===== src/rtl/alu_share_arbiter.sv =====
// Two-requester arbiter in front of one shared ALU: accept, issue for one cycle, return a tagged response.
// Define ALU_ARB_FIXED_PRIORITY_EN for fixed priority (requester 0 first); the default build is round-robin.
module alu_share_arbiter #(
  parameter int WIDTH = 32
) (
  input  logic               clk,
  input  logic               rst_n,
  input  logic [1:0]         req_valid,
  output logic [1:0]         req_ready,
  input  logic [2*WIDTH-1:0] req_a,
  input  logic [2*WIDTH-1:0] req_b,
  input  logic [5:0]         req_op,
  output logic [WIDTH-1:0]   alu_a,
  output logic [WIDTH-1:0]   alu_b,
  output logic [2:0]         alu_select,
  input  logic [WIDTH-1:0]   alu_y,
  input  logic               alu_zero,
  output logic               resp_valid,
  input  logic               resp_ready,
  output logic               resp_id,
  output logic [WIDTH-1:0]   resp_y,
  output logic               resp_zero,
  output logic               resp_err,
  output logic [1:0]         dbg_state
);

  // Handshakes: a transfer happens on a rising edge where valid and ready are both high.
  // req_ready is only ever raised in IDLE toward a requester whose valid is high;
  // resp_valid stays high with stable payload until resp_ready is seen.

  typedef enum logic [1:0] {
    IDLE  = 2'd0,
    ISSUE = 2'd1,
    RESP  = 2'd2
  } state_t;

  state_t             state_q;
  logic [WIDTH-1:0]   alu_a_q;
  logic [WIDTH-1:0]   alu_b_q;
  logic [2:0]         alu_sel_q;
  logic               id_q;
  logic               resp_valid_q;
  logic               resp_id_q;
  logic [WIDTH-1:0]   resp_y_q;
  logic               resp_zero_q;
  logic               resp_err_q;
`ifndef ALU_ARB_FIXED_PRIORITY_EN
  logic               last_grant_q;
`endif

  logic               winner;
  logic               accept;
  logic [WIDTH-1:0]   sel_a;
  logic [WIDTH-1:0]   sel_b;
  logic [2:0]         sel_op;
  logic               illegal_op;

  always_comb begin
    winner = 1'b0;
`ifdef ALU_ARB_FIXED_PRIORITY_EN
    winner = ~req_valid[0];
`else
    if (req_valid == 2'b11) begin
      winner = ~last_grant_q;
    end else begin
      winner = ~req_valid[0];
    end
`endif
  end

  // rst_n gating keeps req_ready low while reset is held.
  assign accept    = rst_n && (state_q == IDLE) && (req_valid != 2'b00);
  assign req_ready = accept ? (winner ? 2'b10 : 2'b01) : 2'b00;

  assign sel_a  = winner ? req_a[2*WIDTH-1:WIDTH] : req_a[WIDTH-1:0];
  assign sel_b  = winner ? req_b[2*WIDTH-1:WIDTH] : req_b[WIDTH-1:0];
  assign sel_op = winner ? req_op[5:3] : req_op[2:0];

  // Opcodes 100 and 101 have no ALU function.
  assign illegal_op = (alu_sel_q[2:1] == 2'b10);

  always_ff @(posedge clk or negedge rst_n) begin
    if (!rst_n) begin
      state_q      <= IDLE;
      alu_a_q      <= '0;
      alu_b_q      <= '0;
      alu_sel_q    <= 3'b000;
      id_q         <= 1'b0;
      resp_valid_q <= 1'b0;
      resp_id_q    <= 1'b0;
      resp_y_q     <= '0;
      resp_zero_q  <= 1'b0;
      resp_err_q   <= 1'b0;
`ifndef ALU_ARB_FIXED_PRIORITY_EN
      last_grant_q <= 1'b1;
`endif
    end else begin
      case (state_q)
        IDLE: begin
          if (accept) begin
            alu_a_q   <= sel_a;
            alu_b_q   <= sel_b;
            alu_sel_q <= sel_op;
            id_q      <= winner;
            state_q   <= ISSUE;
          end
        end
        ISSUE: begin
          alu_a_q      <= '0;
          alu_b_q      <= '0;
          alu_sel_q    <= 3'b000;
          resp_id_q    <= id_q;
          resp_valid_q <= 1'b1;
          if (illegal_op) begin
            resp_y_q    <= '0;
            resp_zero_q <= 1'b0;
            resp_err_q  <= 1'b1;
          end else begin
            resp_y_q    <= alu_y;
            resp_zero_q <= alu_zero;
            resp_err_q  <= 1'b0;
          end
          state_q <= RESP;
        end
        RESP: begin
          if (resp_ready) begin
            resp_valid_q <= 1'b0;
`ifndef ALU_ARB_FIXED_PRIORITY_EN
            last_grant_q <= resp_id_q;
`endif
            state_q      <= IDLE;
          end
        end
        default: state_q <= IDLE;
      endcase
    end
  end

  assign alu_a      = alu_a_q;
  assign alu_b      = alu_b_q;
  assign alu_select = alu_sel_q;
  assign resp_valid = resp_valid_q;
  assign resp_id    = resp_id_q;
  assign resp_y     = resp_y_q;
  assign resp_zero  = resp_zero_q;
  assign resp_err   = resp_err_q;
  assign dbg_state  = state_q;

endmodule

===== config.mk =====
export PLATFORM = sky130hd
export DESIGN_NAME = alu_share_arbiter
export DESIGN_NICKNAME = d
export VERILOG_FILES = /design/src/rtl/alu_share_arbiter.sv
export SDC_FILE = /design/constraint.sdc
export NUM_CORES = 1
export LEC_CHECK = 0
export CAP_MARGIN = 10
export CORE_MARGIN = 1
export CORE_UTILIZATION = 41
export DETAILED_ROUTE_END_ITERATION = 7
export PLACE_DENSITY = 0.95
export SETUP_SLACK_MARGIN = 0.1
export SLEW_MARGIN = 10
export SYNTH_ARGS = -nofsm -noshare
export SYNTH_HDL_FRONTEND = slang
export SYNTH_SLANG_ARGS = --single-unit

===== constraint.sdc =====
create_clock -name clk -period 3.15 [get_ports clk]
set_input_delay 0.63 -clock clk [delete_from_list [all_inputs] [get_ports clk]]
set_output_delay 0.63 -clock clk [all_outputs]
set_load 0.1 [all_outputs]

* Word level (Yosys, flattened, before mapping)
Index checks and enable logic that the tools add are counted.
Word-level totals: logic and storage cells 50, bits in registers 107, output and inout port bits 107, bits of input ports 172
Operators by class: bitwise operators 2, equal/unequal tests 6, reductions and logical operators 11, muxes and demuxes 20
Operator list (number):
- $mux 32 | 5
- $pmux 32 s2 | 2
- $reduce_and 2->1 | 5
- $mux 2 | 4
- $eq 2x2->1 const B | 3
- $mux 3 | 2
- $pmux 2 s3 | 1
- $pmux 3 s2 | 1
- $reduce_bool 2->1 | 3
- $mux 1 | 4
- $ne 2x2->1 const B | 2
- $eq 2x1->1 const B | 1
- $logic_and 1x1->1 | 2
- $logic_not 2->1 | 1
- $not 1->1 | 2
- $pmux 1 s2 | 1

* Depth between registers and ports, before layout
depth after elaboration 5, mapped depth 7, mapped depth without buffers 4

* Least setup slack after synthesis
OpenSTA, ideal clock, no wires.
path kind flip-flop to output port, start point register state_q[1] (netlist: dbg_state[1]), end point output port req_ready[0], data arrival time 2.693 ns, cell stages (with the launch flop) 6, slack -0.173 ns, data required time 2.520 ns, path buffers 2, path through dfrtp_1 > nor2_1 > o211ai_1 > buf_4 > buf_2 > nor2_1
On the way: word-level cells in the longest chain between the ends 4
RTL lines:
- start, declared | RTL line 37 | state_t state_q;
- start signal, assigned | RTL line 84 | state_q <= IDLE;
- start signal, assigned | RTL line 105 | state_q <= ISSUE;
- start signal, assigned | RTL line 123 | state_q <= RESP;
- $logic_not 2->1 | RTL line 72 | assign accept = rst_n && (state_q == IDLE) && (req_valid != 2'b00);
- $logic_and 1x1->1 (2 in a row) | RTL line 72
- $mux 2 | RTL line 73 | assign req_ready = accept ? (winner ? 2'b10 : 2'b01) : 2'b00;
- end, declared | RTL line 9 | output logic [1:0] req_ready,
No other way between the ends.

* Final worst setup path
start point input port req_valid[0], end point output port req_ready[1]
On the way: word-level cells in the longest chain between the ends 4, elaborated cells on any way between the ends 7, those cells by class eq/ne (1); mux (3); bitwise (1); reduce/logical (2)
RTL lines:
- start, declared | RTL line 8 | input logic [1:0] req_valid,
- $eq 2x2->1 / $not 1->1 (equally long branches) | RTL line 63, 66
- $mux 1 | RTL line 63 | if (req_valid == 2'b11) begin
- $mux 2 | RTL line 73
- $mux 2 * | RTL line 73
Mark *: on every way between the ends. The rest lies on a longest branch, timed or not.

==> impl_metrics.yaml <==
outcome:
  status: "completed"
grt:
  grt_util_met2_pct: 41.0
  antenna_found_initial: 0
  grt_pass1_wl_mm: 21.0
  use_met3_pct: 4.84
  grt_use_total_pct: 23.2
  grt_pass1_vias: 4171
  overflow: 0
  busiest_layer: "met2"
  globalRouteMet1Util_pct: 26.9
  grt_max_degree: 56
die:
  die_h_um: 109
  fp.dieW_um: 109
  rows: 38
  initial_core_util_pct: 42.7
  die_area_mm2: 0.0119
  io_pins: 279
  core_mm2: 0.0110
synth:
  synth_compound_area_share_pct: 14.5
  synth-simple-area-share_pct: 7.96
  synth_area_mm2: 0.00469
  synth_top_family_by_area: "multiplexers"
  synth.avg_cell_area_um2: 11.7
  seq_area_frac_synth_pct: 57.2
  synthMuxAreaShare_pct: 14.8
  yosysWarnings: 0
  synth_adder_area_share_pct: 0
  synth_xor_area_share_pct: 0
  synth_seq_cells: 107
  synth.distinct_cells: 26
  syn_nets: 573
  synth_cells: 401
cts:
  cts_hold_buffers: 0
  clkLatencyLatePin_ns: 0.34
  clk_pin_slew_ns: 0.07
  htreeDepth: 3
  ctsRootBufferMaster: "clkbuf_16"
  cts_tree: "yes"
  cts_buffer_depth: 2
  cts_buffers: 9
  clock-sinks: 107
  cts_resized: 0
  post_cts_buffers: 0
final_layout:
  syn_to_final_growth_pct: 60.9
  diodes: 0
  final_common_cell: "clkdlybuf4s50_1"
  seq_area_mm2: 0.00268
  multi_input_area_mm2: 0.00177
  layout_common_cells: "clkdlybuf4s50_1 (170), buf_4 (116), dfrtp_1 (106)"
  n_fill_cell: 782
  drive_above_1_share_pct: 21.0
  fin_nets: 834
sta:
  max_freq_mhz: 380
  finalSetupViolCount: 0
  period_needed_ns: 2.63
  tightest_slew_ns: 0.923
  finClkSkew_ns: 0.0104
  finalMaxSlewViolations: 0
  maxSlewHeadroom_pct: 38.3
  rsz0062_at_grt: "false"
  finalHoldViolCount: 0
  setup_tns_ns: 0
  post-route-period-util_pct: 83.5
placed_design:
  gp_congestion: 0.809
  place.port_buffers: 278
  hpwl_mm: 10.6
critical_path:
  crit_required_ns: 2.52
  critPathMaxFanout: 6
  crit_path_end_kind: "output pin"
  critPathKind: "primary input to output pin"
  arrival_ns: 2.00
  start_kind: "primary input"
min_path:
  min_path_type: "primary input to async pin"
routing:
  routed_wl_mm: 14.0
  drt_iter0_markers: 156
  vias: 4246
  drc: 0
  dr.pass1.iters: 6
  ant_nets: 0
  wl_per_cell_um: 17.4
  vias_per_cell: 5.26
run:
  max_cap_viol_count: 0
==> final timing paths <==
check	from	to	slack, ns	depth (start not counted)
max	req_valid[0]	req_ready[1]	0.52	4
min in group clk	id_q	id_q	0.49	1
min	rst_n	alu_a[11]	0.46	2
max in group asynchronous	rst_n	alu_b[23]	1.56	3
min reg2reg	id_q	id_q	0.49	1
max reg2reg	dbg_state[1]	resp_y[28]	1.03	3
==> critical path, cell delays in order <==
cell             delay (ns)
clkdlybuf4s50_1        0.47
o211ai_1               0.55
nor2b_2                0.14
buf_12                 0.20
==> kinds of logic after synthesis <==
family,after synthesis
buffers and inverters,43
DFF,107
and+or+nand+nor,74
AOI/OAI and AO/OA,108
muxes,69
==> per-stage QoR <==
step / cells / hold WS, ns / setup slack [ns] / utilization (%) / instance area, um2
2_1_floorplan: 401 / 0.334 / 0.290 / - / 4690
3_5_place_dp: 791 / 0.477 / 0.458 / 66.1 / 7260
6_report: 807 / 0.460 / 0.520 / 68.6 / 7540
3_3_place_gp: 791 / 0.481 / 0.550 / 66.1 / 7260
4_1_cts: 807 / 0.469 / 0.524 / 68.6 / 7540
5_1_grt: 807 / 0.511 / 0.468 / 68.6 / 7540
==> per-layer routing <==
| metal | part of all wire (%) | vias to the layer above | wire (um) |
|---|---|---|---|
| li1 | - | 1987 | - |
| met1 | 38 | 2058 | 5380 |
| met2 | 52 | 173 | 7350 |
| met3 | 6.6 | 28 | 929 |
| met4 | 2.7 | 0 | 386 |
| met5 | 0 | - | 0 |
==> state kept, by name, indices dropped and copies added, names as in the netlist <==
| register | flops |
|---|---|
| alu_a | 32 |
| alu_b | 32 |
| resp_y | 32 |
| alu_select | 3 |
| dbg_state | 2 |
| id_q | 1 |
| last_grant_q | 1 |
| resp_err | 1 |
| resp_id | 1 |
| resp_valid | 1 |
| resp_zero | 1 |
==> area by class of cell <==
| class | instances | area share, % |
|---|---|---|
| repair buffers | 288 | 34.7 |
| well taps | 140 | 2.32 |
| clock inverters | 5 | 0.515 |
| flip-flops and latches | 107 | 35.5 |
| multi-input cells | 251 | 23.5 |
| clock buffers | 11 | 3.22 |
| inverters | 5 | 0.249 |
==> cell usage after synthesis <==
cell type	n	share of area, %
clkbuf_2	1	0.11
a22o_1	33	6.2
nand2b_1	2	0.27
o21ai_1	68	7.3
buf_6	5	1.2
nor2b_1	1	0.13
nand3b_1	1	0.16
dfstp_2	1	0.56
buf_4	5	0.80
buf_2	18	1.9
o211ai_1	1	0.16
nand3_1	67	7.2
nor2_1	2	0.16
inv_1	5	0.40
clkbuf_4	2	0.32
dfrtp_1	106	57
mux2_2	1	0.24
a21oi_1	3	0.32
a21oi_4	1	0.35
buf_8	1	0.32
mux2_1	1	0.24
clkbuf_1	6	0.48
o21ai_0	1	0.11
a21o_1	1	0.16
nand2_1	1	0.080
mux2i_1	67	14
Power is left out: the tool's default activity adds up to more than one toggle a clock period on the data nets, which glitch-free logic cannot reach.
